--- config.mk ---
export PLATFORM = sky130hd
export DESIGN_NAME = qos_burst_arbiter
export DESIGN_NICKNAME = d
export VERILOG_FILES = /design/src/rtl/arb_pkg.sv /design/src/rtl/rr_find_first.sv /design/src/rtl/qos_burst_arbiter.sv
export SDC_FILE = /design/constraint.sdc
export NUM_CORES = 1
export LEC_CHECK = 0
export ABC_AREA = 1
export CAP_MARGIN = 20
export CORE_MARGIN = 4
export CORE_UTILIZATION = 50
export CTS_BUF_LIST = sky130_fd_sc_hd__clkbuf_4 sky130_fd_sc_hd__clkbuf_8 sky130_fd_sc_hd__clkbuf_16
export DETAILED_ROUTE_END_ITERATION = 10
export PLACE_DENSITY_LB_ADDON = 0.3
export SYNTH_ARGS = -nofsm -noshare
export SYNTH_HDL_FRONTEND = slang
export SYNTH_SLANG_ARGS = --single-unit
--- constraint.sdc ---
create_clock -name clk -period 8.3 [get_ports clk]
set_input_delay 0.83 -clock clk [delete_from_list [all_inputs] [get_ports clk]]
set_output_delay 0.83 -clock clk [all_outputs]
set_load 0.02 [all_outputs]
--- src/rtl/arb_pkg.sv ---
// Shared types and helpers for the QoS burst arbiter.
//   arb_state_e : arbiter FSM state (IDLE = no owner, BUSY = owner holds grant)
//   id_width()  : width of a requester index, never less than one bit
package arb_pkg;

  typedef enum logic {
    IDLE = 1'b0,
    BUSY = 1'b1
  } arb_state_e;

  function automatic int id_width(input int n);
    return (n <= 2) ? 1 : $clog2(n);
  endfunction

endpackage

--- src/rtl/rr_find_first.sv ---
// Combinational round-robin find-first.
// Scans vec starting at index ptr, wrapping at N, and reports the first set bit.
//   vec   : candidate vector
//   ptr   : scan start index (always < N)
//   found : at least one bit of vec is set
//   idx   : index of the first set bit at or after ptr (0 when nothing found)
module rr_find_first #(
  parameter int N   = 9,
  parameter int IDW = 4
) (
  input  logic [N-1:0]   vec,
  input  logic [IDW-1:0] ptr,
  output logic           found,
  output logic [IDW-1:0] idx
);

  logic [IDW-1:0] pos;

  // NOTE: every output and temporary gets a default at the top of the block, so
  // no path through the loop can leave a value unassigned and infer a latch.
  always_comb begin
    found = 1'b0;
    idx   = '0;
    pos   = '0;
    for (int i = 0; i < N; i++) begin
      pos = IDW'((int'(ptr) + i) % N);
      if (!found && vec[pos]) begin
        found = 1'b1;
        idx   = pos;
      end
    end
  end

endmodule

--- src/rtl/qos_burst_arbiter.sv ---
// Locking, QoS-aware round-robin burst arbiter for the shared memory channel.
// Requester 0 is the CPU, the others are GPU units. A grant is held for a
// whole burst and dropped on abort, on the last beat, or after MAX_BURST beats.
// Selection order: starved requesters, then high class, then low class.
//   clk          : clock
//   rst_n        : asynchronous active-low reset
//   req          : per-requester request, held for the whole burst
//   req_last     : per-requester "current beat is the last one"
//   ready        : downstream accepts the current beat
//   gnt          : registered one-hot grant
//   gnt_id       : index of the granted requester (holds after release)
//   gnt_valid    : grant present (equals |gnt)
//   starve_grant : current grant was won through the starved set
module qos_burst_arbiter
  import arb_pkg::*;
#(
  parameter int                 NUM_REQ      = 9,
  parameter logic [NUM_REQ-1:0] HI_MASK      = 9'h1FE,
  parameter int                 STARVE_LIMIT = 16,
  parameter int                 MAX_BURST    = 8,
  localparam int                IDW          = id_width(NUM_REQ)
) (
  input  logic               clk,
  input  logic               rst_n,
  input  logic [NUM_REQ-1:0] req,
  input  logic [NUM_REQ-1:0] req_last,
  input  logic               ready,
  output logic [NUM_REQ-1:0] gnt,
  output logic [IDW-1:0]     gnt_id,
  output logic               gnt_valid,
  output logic               starve_grant
);

  localparam int AW = $clog2(STARVE_LIMIT + 1);
  localparam int BW = $clog2(MAX_BURST + 1);
  localparam logic [AW-1:0]  AGE_MAX  = AW'(STARVE_LIMIT);
  localparam logic [BW-1:0]  BEAT_MAX = BW'(MAX_BURST);
  localparam logic [IDW-1:0] LAST_ID  = IDW'(NUM_REQ - 1);

  arb_state_e     state;
  logic [IDW-1:0] owner;
  logic [IDW-1:0] hi_ptr;
  logic [IDW-1:0] lo_ptr;
  logic [BW-1:0]  beat_cnt;
  logic [AW-1:0]  age [NUM_REQ];

  // ---------------------------------------------------------------------------
  // Candidate sets and per-set round-robin search
  // ---------------------------------------------------------------------------
  logic [NUM_REQ-1:0] s_vec;
  logic [NUM_REQ-1:0] h_vec;
  logic [NUM_REQ-1:0] l_vec;

  always_comb begin
    s_vec = '0;
    for (int i = 0; i < NUM_REQ; i++) begin
      s_vec[i] = req[i] && (age[i] >= AGE_MAX);
    end
  end

  assign h_vec = req & HI_MASK;
  assign l_vec = req & ~HI_MASK;

  logic           s_found, h_found, l_found;
  logic [IDW-1:0] s_idx, h_idx, l_idx;

  // Starved requesters share the low-class pointer.
  rr_find_first #(.N(NUM_REQ), .IDW(IDW)) u_ff_starve (
    .vec(s_vec), .ptr(lo_ptr), .found(s_found), .idx(s_idx)
  );
  rr_find_first #(.N(NUM_REQ), .IDW(IDW)) u_ff_hi (
    .vec(h_vec), .ptr(hi_ptr), .found(h_found), .idx(h_idx)
  );
  rr_find_first #(.N(NUM_REQ), .IDW(IDW)) u_ff_lo (
    .vec(l_vec), .ptr(lo_ptr), .found(l_found), .idx(l_idx)
  );

  logic [IDW-1:0] win_idx;
  logic           win_starved;
  logic [IDW-1:0] win_next_ptr;

  always_comb begin
    win_idx     = l_idx;
    win_starved = 1'b0;
    if (s_found) begin
      win_idx     = s_idx;
      win_starved = 1'b1;
    end else if (h_found) begin
      win_idx = h_idx;
    end
  end

  assign win_next_ptr = (win_idx == LAST_ID) ? '0 : win_idx + 1'b1;

  // ---------------------------------------------------------------------------
  // Burst tracking for the current owner
  // ---------------------------------------------------------------------------
  logic          owner_req;
  logic          beat;
  logic [BW-1:0] beat_inc;
  logic          burst_done;

  assign owner_req  = req[owner];
  assign beat       = owner_req && ready;
  assign beat_inc   = (beat_cnt == BEAT_MAX) ? beat_cnt : beat_cnt + 1'b1;
  assign burst_done = req_last[owner] || (beat_inc == BEAT_MAX);

  // ---------------------------------------------------------------------------
  // FSM, pointers, ages and registered outputs
  // ---------------------------------------------------------------------------
  // NOTE: all state here is updated with non-blocking assignments so every
  // register samples the pre-edge values, independent of statement order.
  always_ff @(posedge clk or negedge rst_n) begin
    if (!rst_n) begin
      state        <= IDLE;
      owner        <= '0;
      hi_ptr       <= '0;
      lo_ptr       <= '0;
      beat_cnt     <= '0;
      gnt          <= '0;
      gnt_valid    <= 1'b0;
      starve_grant <= 1'b0;
      // NOTE: the age array is real arbitration state, not a data buffer, so
      // it must be cleared by reset like any other register.
      for (int i = 0; i < NUM_REQ; i++) begin
        age[i] <= '0;
      end
    end else begin
      case (state)
        IDLE: begin
          if (|req) begin
            state        <= BUSY;
            owner        <= win_idx;
            gnt          <= NUM_REQ'(1) << win_idx;
            gnt_valid    <= 1'b1;
            starve_grant <= win_starved;
            beat_cnt     <= '0;
            if (HI_MASK[win_idx]) hi_ptr <= win_next_ptr;
            else                  lo_ptr <= win_next_ptr;
            for (int i = 0; i < NUM_REQ; i++) begin
              if (IDW'(i) == win_idx)   age[i] <= '0;
              else if (!req[i])         age[i] <= '0;
              else if (age[i] < AGE_MAX) age[i] <= age[i] + 1'b1;
            end
          end
        end

        BUSY: begin
          // Abort beats everything; otherwise only an accepted beat can end it.
          if (!owner_req || (beat && burst_done)) begin
            state        <= IDLE;
            gnt          <= '0;
            gnt_valid    <= 1'b0;
            starve_grant <= 1'b0;
            beat_cnt     <= '0;
          end else if (beat) begin
            beat_cnt <= beat_inc;
          end
        end

        default: state <= IDLE;
      endcase
    end
  end

  assign gnt_id = owner;

endmodule

==> out/results.ini, run 1 <==
[run_status]
status=complete, no violations

[synth]
ys_ff_latch=73
synth_ff_type=dfrtp_1
synthArstFlopShare_pct=100
synth_edf_count=0
yosysWarnings=0
synth.cell_area_sq_mm=0.0117
synth_cell_types=56
synth_area_per_cell_sq_um=6.16
syn-num-nets=2033
yosysSeqAreaShare_pct=15.7
syn_inst=1896

[setup_path]
path_buf_inv=5
cp_max_fo=18
criticalPathCategory=reg -> reg
cp_slowest_stage_delay_ps=730
path_delay_family=simple AND/OR/NAND/NOR gates
start_kind=flop
worstPathRequired_ps=8570
r2r_setup_slack_ps=1500
cp_data_arrival_time_ps=7070
end_kind=flop
critical-path-slowest-cell=dfrtp_1

[clock_network]
clkTransAtPathRegs_ps=60
htreeDepth=3
cts_buffer_depth=2
root_buffer=clkbuf_16
postCtsHoldBufs=0
worstSkewPairLatency_ps=350
cts_setup_buffers=0
numCtsBuffers=9
post_cts_resized=0
cts_tree=yes
clock_sinks=73

[place]
dpl.hpwl_microns=26500
gp_congestion=0.977
io_buffers=35
dpl-instance-area_sq_mm=0.0122

[finish]
area_growth_pct=7.59
final_layout_size_suffix_gt1_share_pct=8.38
n_antenna_cell=0
fin_area_sq_mm=0.0126
fin_nets=2042

[grt]
antenna_found_initial=0
grt_pass1_vias=11689
gr-total-overflow=0
grt_pass1_wl_microns=56000
grt_max_degree=74
grt.total_usage_pct=25.8

[detailed_routing]
drc=0
vias_per_cell=5.65
first_pass_iters=6
first_iter_violations=1092
wl_per_cell_microns=15.3
ant_nets=0
dr_total_vias=12557
wl_microns=34100

[floorplan]
die_y_microns=161
rows=55
die_w_microns=161
ios=36
die_area_sq_mm=0.0259
start_util_pct=51.2
core_sq_mm=0.0228

[timing]
maxSlewHeadroom_pct=35.9
worst-slew-pin-transition_ps=961
post-route-period-util_pct=81.9
slew_viol_final=0
fin_crit_ps=6800
max_freq_mhz=147
hold_viol=0
fin_setup_tns_ps=0
clock_skew_ps=10.9
setup_viol=0
grt_setup_unrepaired=no

[hold_path]
hold_path_class=reg -> reg

[job]
max_cap_viol_count=0

==> layer usage <==
layer / global-route usage (%) / routed length (microns) / vias up
met5: 0 / 0 / -
met4: 9.23 / 1080 / 0
met3: 3.67 / 2100 / 90
met2: 43.8 / 16100 / 402
met1: 33.4 / 14800 / 5787
li1: - / - / 6278
==> kinds of logic (layout without fill, tap and decap cells) <==
family / Yosys count / count (layout) / share of synthesized area, %
XOR/XNOR: 70 / 70 / 5.57
flip-flops: 73 / 73 / 15.7
multiplexers: 2 / 2 / 0.172
AO/OA/AOI/OAI: 250 / 250 / 12.7
AND/OR/NAND/NOR: 1095 / 1095 / 43.7
buffers and inverters: 290 / 304 / 9.69
adder cells (fa/ha/maj): 116 / 116 / 12.4
==> cells in the mapped netlist (3+ instances only) <==
cell      instances  area [sq um]
nor2_1          147           552
nor4_1            3          18.8
nor2_4            7          78.8
nand3b_1          7          52.6
dfrtp_1          73          1830
a31oi_1           7          43.8
xor2_2            5          81.3
nand2_2          52           325
nand4_4           3          63.8
o31ai_1           6          45.0
nor3_1           13          65.1
ha_1            116          1450
buf_2             6          30.0
a21oi_1          42           210
nand2_4           7          78.8
inv_1           221           830
nand3_1         275          1380
xnor2_1          10          87.6
clkinv_1         10          37.5
xor2_1           55           482
nand4_1          49           307
buf_4             6          45.0
buf_1             3          11.3
nor2_2           12          75.1
o22ai_1          16           100
nand2_1         497          1870
nand4_2           3          37.5
o211ai_1         21           158
nand3_2          12           120
o21ai_2          10          87.6
o21a_1            3          22.5
o221ai_1          4          35.0
o21ai_1          26           130
clkbuf_1         24          90.1
o21ai_0         100           500
inv_2            17          63.8
==> stage by stage <==
step / setup slack [ps] / util [%] / hold slack [ps] / instances
after global placement: 1900 / 53.8 / 488 / 2207
after floorplan: 2460 / - / 465 / 1896
after global routing: 767 / 55.1 / 524 / 2223
final: 1500 / 55.1 / 498 / 2223
after CTS: 1590 / 55.1 / 501 / 2223
after detailed placement: 1620 / 53.8 / 485 / 2207
==> area by class of cell <==
cell class,count,area (sq um)
clock buffer,10,239
clock inverter,6,72.6
fill,2221,10200
inverter,250,943
multi-input combinational,1533,8710
sequential,73,1830
tap,313,392
timing repair buffer,38,370
==> worst paths after layout <==
path / depth (start not counted) / to / startpoint
max in group asynchronous: 1 / lo_ptr[1] / rst_n
min in group asynchronous: 1 / age[12] / rst_n
worst max register to register: 30 / lo_ptr[1] / lo_ptr[1]
worst max-delay path: 30 / lo_ptr[1] / lo_ptr[1]
worst min-delay path: 2 / age[11] / age[11]
worst min register to register: 2 / age[11] / age[11]
==> worst reg2reg max path: cells and delay by family, from the launching register on <==
family / cells / cell delay, ps
AND/OR/NAND/NOR: 17 / 2510
adder cells (fa/ha/maj): 4 / 1490
buffers and inverters: 5 / 1070
flip-flops: 1 / 730
AO/OA/AOI/OAI: 3 / 630
XOR/XNOR: 1 / 290
==> registers in the layout (all words and copies together) (netlist names) <==
register / count
age: 45
gnt: 9
beat_cnt: 4
gnt_id: 4
hi_ptr: 4
lo_ptr: 4
gnt_valid: 1
starve_grant: 1
state: 1
==> layout by cell type, fill, tap and decap left out, drive strengths merged <==
master,instances
nand2,557
nand3,288
inv,243
nor2,167
o21ai,136
ha,116
dfrtp,73
xor2,60
nand4,55
a21oi,44
clkdlybuf4s50,34
o211ai,21
o22ai,16
nor3,13
clkinv,11
xnor2,10
clkbuf,10
a31oi,8
o31ai,8
nand3b,7
o221ai,4
buf,4
or2,4
nor4,3
o21a,3
o21bai,2
o2111ai,2
o41ai,2
mux2i,2
a21o,1
a211oi,1
o311ai,1
o31a,1
nor3b,1
bufinv,1
clkinvlp,1
Power of run 1 is not shown: default switching activity piles up to over one toggle a cycle in this logic, so the estimate is an artifact.
==> inputs of run 2 (changes only) <==
- clock period: 8.3 -> 6.4 ns (I/O delays scaled with it)
==> out/results.ini, run 2 (synthesis gave the netlist of run 1 again) <==
[run_status]
status=complete, no violations

[grt]
grt_max_degree=74
grt_pass1_vias=11696
grt.total_usage_pct=26.1
grt_pass1_wl_microns=57200
gr-total-overflow=0
antenna_found_initial=0

[hold_path]
hold_path_class=in -> async

[finish]
area_growth_pct=8.66
regMostFlops=age
final_common_cell=nand2_1
most-common-layout-cells=nand2_1 (497), nand3_1 (275), inv_1 (221), nor2_1 (147), ha_1 (113)
largest_reg_flops=45
final_layout_size_suffix_gt1_share_pct=9.44
n_antenna_cell=0
n_fill_cell=2250
fin_nets=2059
largest_registers=age (45), gnt (9)

[floorplan]
start_util_pct=51.2
rows=55
core_sq_mm=0.0228
die_y_microns=161
ios=36
die_w_microns=161
die_area_sq_mm=0.0259

[setup_path]
criticalPathCategory=reg -> reg
worstPathRequired_ps=6670
cp_common_cell=nand2_1
critical-path-slowest-cell=dfrtp_1
cp_max_fo=13
cp_slowest_stage_delay_ps=690
end_kind=flop
start_kind=flop
r2r_setup_slack_ps=470
cp_data_arrival_time_ps=6200

[place]
io_buffers=35
gp_congestion=0.918
dpl.hpwl_microns=26800

[detailed_routing]
first_iter_violations=1062
wl_microns=34400
first_pass_iters=6
vias_per_cell=5.70
drc=0
wl_per_cell_microns=15.3
ant_nets=0
dr_total_vias=12757

[timing]
fin_crit_ps=5930
worst-slew-pin-transition_ps=968
maxSlewHeadroom_pct=35.5
clock_skew_ps=6.91
grt_setup_unrepaired=no
max_freq_mhz=169
hold_viol=0
setup_viol=0
post-route-period-util_pct=92.7
slew_viol_final=0
fin_setup_tns_ps=0

[clock_network]
clock_sinks=73
numCtsBuffers=9
cts_tree=yes
cts_buffer_depth=2
postCtsHoldBufs=0
clkTransAtPathRegs_ps=60
root_buffer=clkbuf_16
worstSkewPairLatency_ps=340
htreeDepth=3

[job]
max_cap_viol_count=0

==> run 2: cell count changes in the layout (fill, tap and decap cells not counted), moves of 2 or more <==
cell / delta
clkinv_4: +2
clkinv_2: +2
ha_2: +3
buf_4: +17
ha_1: -3
==> run 2: final cells by class <==
| type | instances | area (sq um) | share of cell area (%) |
|---|---|---|---|
| clock buffers | 9 | 225 | 1.78 |
| clock inverters | 7 | 53.8 | 0.424 |
| inverters | 250 | 946 | 7.46 |
| multi-input cells | 1533 | 8740 | 68.9 |
| flip-flops and latches | 73 | 1830 | 14.4 |
| well taps | 313 | 392 | 3.09 |
| repair buffers | 55 | 498 | 3.93 |
==> run 2: metrics by stage <==
| step | hold WS [ps] | util [%] | instances | area, sq um | setup slack (ps) |
|---|---|---|---|---|---|
| 2_1_floorplan | 344 | - | 1896 | 11700 | 563 |
| 3_5_place_dp | 493 | 54.3 | 2224 | 12400 | 541 |
| 3_3_place_gp | 487 | 54.3 | 2224 | 12400 | 641 |
| 4_1_cts | 489 | 55.6 | 2240 | 12700 | 500 |
| 6_report | 452 | 55.7 | 2240 | 12700 | 466 |
| 5_1_grt | 534 | 55.7 | 2240 | 12700 | 54.0 |
==> run 2: worst paths after layout <==
check / start / end / cells after the start
worst min-delay path: rst_n / age[12] / 1
worst min register to register: age[10] / age[10] / 1
min in group clk: age[10] / age[10] / 1
worst max register to register: hi_ptr[3] / lo_ptr[1] / 30
max in group asynchronous: rst_n / lo_ptr[3] / 1
worst max-delay path: hi_ptr[3] / lo_ptr[1] / 30
==> run 2: layer usage <==
| layer | up-vias | wire, microns | track usage (%) |
|---|---|---|---|
| met5 | - | 0 | 0 |
| met2 | 438 | 16500 | 45.0 |
| li1 | 6326 | - | - |
| met4 | 0 | 952 | 7.99 |
| met1 | 5919 | 14800 | 34.2 |
| met3 | 74 | 2180 | 3.10 |
==> run 2: repair_timing <==
action	CTS	global route
resized for setup	0	8
setup buffers	0	0
endpoints found under the setup margin	0	34
==> run 2: critical path, delay by kind of cell, from the launching register on <==
kind | cells | cell delay, ps
fa+ha+maj | 3 | 900
simple gates | 16 | 2110
buf+inv | 4 | 380
compound gates | 7 | 1770
flops | 1 | 690
Power of run 2 is left out for the same reason.
